[src/rtl/hsi_ccw_buf.sv]
// hsi_ccw_buf: message-oriented byte buffer between the host CCW writer and
// the TX controller. Bytes are collected into messages; a message becomes
// visible to the read side only once its final byte has been committed.
// Over-length messages and messages that hit a full buffer are dropped whole.
module hsi_ccw_buf #(
    parameter int DEPTH   = 64,
    parameter int MAX_MSG = 16
) (
    input  logic                     clk,
    input  logic                     n_rst,
    input  logic                     flush,
    input  logic                     wr_en,
    input  logic [7:0]               wr_d,
    input  logic                     wr_last,
    output logic                     full,
    output logic                     ccw_tx_rdy,
    output logic [7:0]               ccw_d,
    output logic                     ccw_last,
    input  logic                     ccw_tx_en,
    output logic [$clog2(DEPTH):0]   msg_cnt,
    output logic                     ovf,
    output logic                     err_len,
    output logic                     err_rd
);

    localparam int AW = $clog2(DEPTH);
    localparam int PW = AW + 1;
    localparam int CW = $clog2(MAX_MSG + 1);

    typedef enum logic [1:0] {
        WR_IDLE = 2'd0,
        WR_FILL = 2'd1,
        WR_DROP = 2'd2
    } wr_state_t;

    // Storage: bit 8 is the end-of-message flag, bits 7:0 the data byte.
    logic [8:0]     r_mem [DEPTH];

    wr_state_t      r_state;
    wr_state_t      w_state_next;
    logic [PW-1:0]  r_wr_ptr;
    logic [PW-1:0]  r_wr_tmp;
    logic [PW-1:0]  r_rd_ptr;
    logic [PW-1:0]  r_msg_cnt;
    logic [CW-1:0]  r_byte_cnt;
    logic           r_ovf;
    logic           r_err_len;
    logic           r_err_rd;

    logic [PW-1:0]  w_wr_ptr_next;
    logic [PW-1:0]  w_wr_tmp_next;
    logic [PW-1:0]  w_wr_tmp_inc;
    logic [CW-1:0]  w_byte_cnt_next;
    logic           w_mem_we;
    logic           w_commit;
    logic           w_set_ovf;
    logic           w_set_err_len;
    logic           w_full;
    logic           w_tx_rdy;
    logic           w_pop;
    logic           w_pop_last;
    logic [8:0]     w_head;

    // Full counts uncommitted bytes as occupied, so it is measured from the
    // fill pointer rather than the committed write pointer.
    assign w_full       = ((r_wr_tmp - r_rd_ptr) == PW'(DEPTH));
    assign w_tx_rdy     = (r_msg_cnt != '0);
    assign w_head       = r_mem[r_rd_ptr[AW-1:0]];
    assign w_pop        = ccw_tx_en & w_tx_rdy;
    assign w_pop_last   = w_pop & w_head[8];
    assign w_wr_tmp_inc = r_wr_tmp + PW'(1);

    assign full       = w_full;
    assign ccw_tx_rdy = w_tx_rdy;
    assign ccw_d      = w_head[7:0];
    assign ccw_last   = w_head[8];
    assign msg_cnt    = r_msg_cnt;
    assign ovf        = r_ovf;
    assign err_len    = r_err_len;
    assign err_rd     = r_err_rd;

    // Write FSM: accept, commit or drop the incoming byte.
    always_comb begin
        w_state_next    = r_state;
        w_wr_ptr_next   = r_wr_ptr;
        w_wr_tmp_next   = r_wr_tmp;
        w_byte_cnt_next = r_byte_cnt;
        w_mem_we        = 1'b0;
        w_commit        = 1'b0;
        w_set_ovf       = 1'b0;
        w_set_err_len   = 1'b0;
        if (wr_en) begin
            case (r_state)
                WR_IDLE, WR_FILL: begin
                    if (w_full) begin
                        // No room: abandon the partial message entirely.
                        w_wr_tmp_next   = r_wr_ptr;
                        w_byte_cnt_next = '0;
                        w_set_ovf       = 1'b1;
                        w_state_next    = wr_last ? WR_IDLE : WR_DROP;
                    end else if (r_byte_cnt == CW'(MAX_MSG)) begin
                        // This byte would exceed the per-message limit.
                        w_wr_tmp_next   = r_wr_ptr;
                        w_byte_cnt_next = '0;
                        w_set_err_len   = 1'b1;
                        w_state_next    = wr_last ? WR_IDLE : WR_DROP;
                    end else begin
                        w_mem_we      = 1'b1;
                        w_wr_tmp_next = w_wr_tmp_inc;
                        if (wr_last) begin
                            w_commit        = 1'b1;
                            w_wr_ptr_next   = w_wr_tmp_inc;
                            w_byte_cnt_next = '0;
                            w_state_next    = WR_IDLE;
                        end else begin
                            w_byte_cnt_next = r_byte_cnt + CW'(1);
                            w_state_next    = WR_FILL;
                        end
                    end
                end
                WR_DROP: begin
                    if (wr_last) begin
                        w_state_next = WR_IDLE;
                    end
                end
                default: begin
                    w_state_next = WR_IDLE;
                end
            endcase
        end
    end

    // Data array write port; contents are intentionally not reset.
    always_ff @(posedge clk) begin
        if (w_mem_we && !flush) begin
            r_mem[r_wr_tmp[AW-1:0]] <= {wr_last, wr_d};
        end
    end

    // Control state: pointers, message count, FSM and sticky error flags.
    always_ff @(posedge clk or negedge n_rst) begin
        if (!n_rst) begin
            r_state    <= WR_IDLE;
            r_wr_ptr   <= '0;
            r_wr_tmp   <= '0;
            r_rd_ptr   <= '0;
            r_msg_cnt  <= '0;
            r_byte_cnt <= '0;
            r_ovf      <= 1'b0;
            r_err_len  <= 1'b0;
            r_err_rd   <= 1'b0;
        end else if (flush) begin
            r_state    <= WR_IDLE;
            r_wr_ptr   <= '0;
            r_wr_tmp   <= '0;
            r_rd_ptr   <= '0;
            r_msg_cnt  <= '0;
            r_byte_cnt <= '0;
            r_ovf      <= 1'b0;
            r_err_len  <= 1'b0;
            r_err_rd   <= 1'b0;
        end else begin
            r_state    <= w_state_next;
            r_wr_ptr   <= w_wr_ptr_next;
            r_wr_tmp   <= w_wr_tmp_next;
            r_byte_cnt <= w_byte_cnt_next;
            if (w_pop) begin
                r_rd_ptr <= r_rd_ptr + PW'(1);
            end
            // A commit and a final-byte pop together cancel out.
            case ({w_commit, w_pop_last})
                2'b10:   r_msg_cnt <= r_msg_cnt + PW'(1);
                2'b01:   r_msg_cnt <= r_msg_cnt - PW'(1);
                default: r_msg_cnt <= r_msg_cnt;
            endcase
            if (w_set_ovf) begin
                r_ovf <= 1'b1;
            end
            if (w_set_err_len) begin
                r_err_len <= 1'b1;
            end
            if (ccw_tx_en && !w_tx_rdy) begin
                r_err_rd <= 1'b1;
            end
        end
    end

endmodule
[config.mk]
export PLATFORM = sky130hd
export DESIGN_NAME = hsi_ccw_buf
export DESIGN_NICKNAME = d
export VERILOG_FILES = /design/src/rtl/hsi_ccw_buf.sv
export SDC_FILE = /design/constraint.sdc
export NUM_CORES = 1
export LEC_CHECK = 0
export CORE_MARGIN = 4
export CORE_UTILIZATION = 40
export DETAILED_ROUTE_END_ITERATION = 8
export PLACE_DENSITY_LB_ADDON = 0.08
export SLEW_MARGIN = 0
export SYNTH_ARGS = -nofsm -noshare
export SYNTH_HDL_FRONTEND = slang
export SYNTH_SLANG_ARGS = --single-unit
[constraint.sdc]
create_clock -name clk -period 4.4 [get_ports clk]
set_clock_uncertainty 0.1 [all_clocks]
set_input_delay 0.88 -clock clk [delete_from_list [all_inputs] [get_ports clk]]
set_output_delay 0.88 -clock clk [all_outputs]
set_load 0.05 [all_outputs]
==> results of run 1 <==
[area by class of cell]
type                            instances  area, um2  area share, %
Inverter                               17       63.8          0.223
Antenna cell                            1       2.50        0.00874
Timing Repair Buffer                  123       1300           4.53
Tap cell                              782        978           3.42
Clock buffer                           92       1860           6.48
Multi-Input combinational cell        503       5980           20.9
Sequential cell                       614      18300           63.7
Clock inverter                         27        206          0.721
[registers in the layout, indices dropped and copies added, names as in the netlist]
name	flops
err_len	1
err_rd	1
msg_cnt	7
ovf	1
r_byte_cnt	5
r_mem	576
r_rd_ptr	7
r_state	2
r_wr_ptr	7
r_wr_tmp	7
[through the flow]
stage               cells  area, um2  utilization (%)
floorplan            1195      24600                -
global placement     2020      26200             43.2
detailed placement   2020      26200             43.2
CTS                  2152      28500             47.0
global route         2158      28600             47.3
finish               2159      28600             47.3
[cells in the final DEF, fill, tap and decap left out, types with 14 or more instances in the layout]
cell             netlist  final
dfrtp_1               38     35
clkdlybuf4s50_1        0     14
nand2_1               26     26
clkbuf_16              0     75
xnor2_1               16     16
mux2_2                16     16
buf_4                  9     69
mux2i_1               28     28
a21oi_1               16     16
inv_1                 16     16
clkbuf_1              29     21
nor2_1                99     99
nand3_1               15     15
mux4_2               170    170
edfxtp_1             576    576
ha_1                  15     15
[layer usage]
layer	part of all wire, %	routed length, um
met5	0	0
met4	1.9	1120
met3	4.3	2590
met2	49	29700
met1	44	26800
[logic make-up after synthesis]
group	Yosys count	share of synthesized area (%)
xor+xnor	18	0.672
simple gates	185	3.39
buf+inv	78	1.49
compound gates	70	1.95
mux	214	17.4
fa+ha+maj	16	0.845
flops	614	74.2
[where the power goes]
part           internal (mW)  switching [mW]
registers               6.42          0.0505
clock network           3.08            2.23
logic                  0.934           0.982
[worst max-delay path: stages (launching register included)]
cell and delay [ns]:
dfrtp_4 0.52, buf_4 0.16, buf_12 0.12, buf_12 0.14, mux4_2 0.52, mux4_2 0.56, mux4_2 0.55, buf_6 0.19
[timing repair]
item	in CTS	in global routing
hold buffers	0	0
setup endpoints to repair	8	8
resized for setup	14	14
setup buffers	11	2
hold endpoints to repair	0	0
cloned	2	4
[worst max path at each step]
stage | slack (ns) | endpoint | cells after the start | from
after global routing | -0.01 | ccw_d[7] | 7 | r_rd_ptr[0]
after CTS | 0.002 | ccw_d[4] | 6 | r_rd_ptr[0]
after detailed placement | 0.36 | msg_cnt[6] | 14 | r_rd_ptr[2]
final | 0.07 | ccw_d[6] | 7 | r_rd_ptr[0]
after floorplan | 0.06 | msg_cnt[6] | 20 | r_rd_ptr[1]
after global placement | 0.42 | ccw_d[7] | 6 | r_rd_ptr[0]
==> summary.md, run 1 <==
| Metric | Value |
|---|---|
| Most used routing layer | met2 |
| Post-place setup slack | 0.360 ns |
| Status | completed |
| Minimum hold slack | 0.315 ns |
| Final period utilization | 98.4% |
| First-pass GRT wire length | 88,200 um |
| Core area | 0.0606 mm2 |
| Synth top area share | 70.3% |
| Max Fanout on Critical Path | 10 |
| Initial antenna violation count | 1 |
| Initial DRC count | 905 |
| Die area | 0.0655 mm2 |
| Synth Instances | 1,195 |
| TritonCTS clock tree | yes |
| Critical Path End Type | output pin |
| Nets | 1,357 |
| FP Rows | 90 |
| Post-synthesis cell type count | 49 |
| Area leader, netlist | edfxtp_1 |
| Num CTS Buffers | 68 |
| Met2 usage | 29.7% |
| Die height | 256 um |
| Crit path DAT | 3.35 ns |
| DIE WIDTH | 256 um |
| Slew headroom | 17.2% |
| # setup viols final | 0 |
| PwrDens | 478 mW/mm2 |
| Synth-to-layout area growth | 16.5% |
| Commonest cells in the netlist | edfxtp_1 (576), mux4_2 (170), nor2_1 (99), dfrtp_1 (38), clkbuf_1 (29) |
| R2R Path Start | r_rd_ptr[0] |
| Clock Tree Buf Depth | 3 |
| DR vias | 11.9k |
| Syn Nets | 1,225 |
| Endpoints failing hold | 0 |
| Global-route met1 utilization | 26.1% |
| Drt first pass iters | 5 |
| Synth Warn # | 0 |
| VDD IR-drop max | 0.325 mV |
| Mapped Avg Cell Area | 20.6 um2 |
| Yosys reg bits | 614 |
| Type of origin of the critical path | flop |
| Largest net degree at the start of global routing | 68 |
| Total Routing Usage GR | 18.4% |
| Clock latency on the worst-skew pair | 0.59 ns |
| DRT Wirelength | 60,200 um |
| DRT antenna net count | 0 |
| Worst min-delay path class | primary input to async pin |
| Gr ovfl total | 0 |
| CTS H-tree lvls | 3 |
| Top-count cell post-synth | edfxtp_1 |
| Post-synth EDFFs | 576 |
| Slew at the pin with the worst max-slew slack | 1.24 ns |
| Initial core utilization | 40.6% |
| RePlAce Congestion | 0.784 |
| Post-Syn Area | 0.0246 mm2 |
| Fmax | 231 MHz |
| DR WL/cell | 27.9 um |
| Worst R2R End | r_mem[34][3] |
| Unrepaired setup endpoints after global routing | true |
| Top FF cell, synth | edfxtp_1 |
| Total Neg Setup Slack | 0 ns |
| Vias in the first global route | 12.6k |
| Residual DRC | 0 |
| Routing usage on met3 | 3.69% |
| Seq/Total Area, Yosys | 74.2% |
| IO Count | 35 |
| IO Port Bufs | 34 |
| Asr flop ratio synth | 6.19% |
| Clock Pin Slew Worst Setup and Hold Paths | 0.06 ns |
| Final min period | 4.33 ns |
| R2r setup slk | 0.29 ns |
| CTS Sinks | 614 |
| CP required | 3.42 ns |
| Fill cell count | 5,071 |
| Final Power | 13.7 mW |
| Share of cells above drive strength 1 | 28.4% |
| Synth top area cells | edfxtp_1 (70%), mux4_2 (16%), dfrtp_1 (3.9%), nor2_1 (1.5%), mux2i_1 (1.1%) |
| Critical path type | flop to output pin |
| Reg2Reg Depth | 11 |
| Max-cap viol count | 0 |
| Routed vias/inst | 5.50 |
| Final worst setup slack | 0.0689 ns |
| CTS root buf | clkbuf_16 |
| Static leakage | 9.09 nW |
| Slew Limit Fails | 0 |
| Dpl hpwl | 36,800 um |
No activity file was read; power rests on OpenSTA's default activity.
==> inputs of run 2 (changes only) <==
--- a/config.mk
+++ b/config.mk
@@ -8,6 +8,7 @@
 export CORE_MARGIN = 4
 export CORE_UTILIZATION = 40
 export DETAILED_ROUTE_END_ITERATION = 8
+export GPL_ROUTABILITY_DRIVEN = 0
 export PLACE_DENSITY_LB_ADDON = 0.08
 export SLEW_MARGIN = 0
 export SYNTH_ARGS = -nofsm -noshare
==> results of run 2 <==
The final DEF is identical to that of run 1; final timing and power are the same.
==> inputs of run 3 (changes only) <==
--- a/config.mk
+++ b/config.mk
@@ -7,6 +7,7 @@
 export LEC_CHECK = 0
 export CORE_MARGIN = 4
 export CORE_UTILIZATION = 40
+export CTS_CLUSTER_DIAMETER = 120
 export DETAILED_ROUTE_END_ITERATION = 8
 export GPL_ROUTABILITY_DRIVEN = 0
 export PLACE_DENSITY_LB_ADDON = 0.08
==> results of run 3 <==
The final DEF is identical to that of run 1; final timing and power are the same.
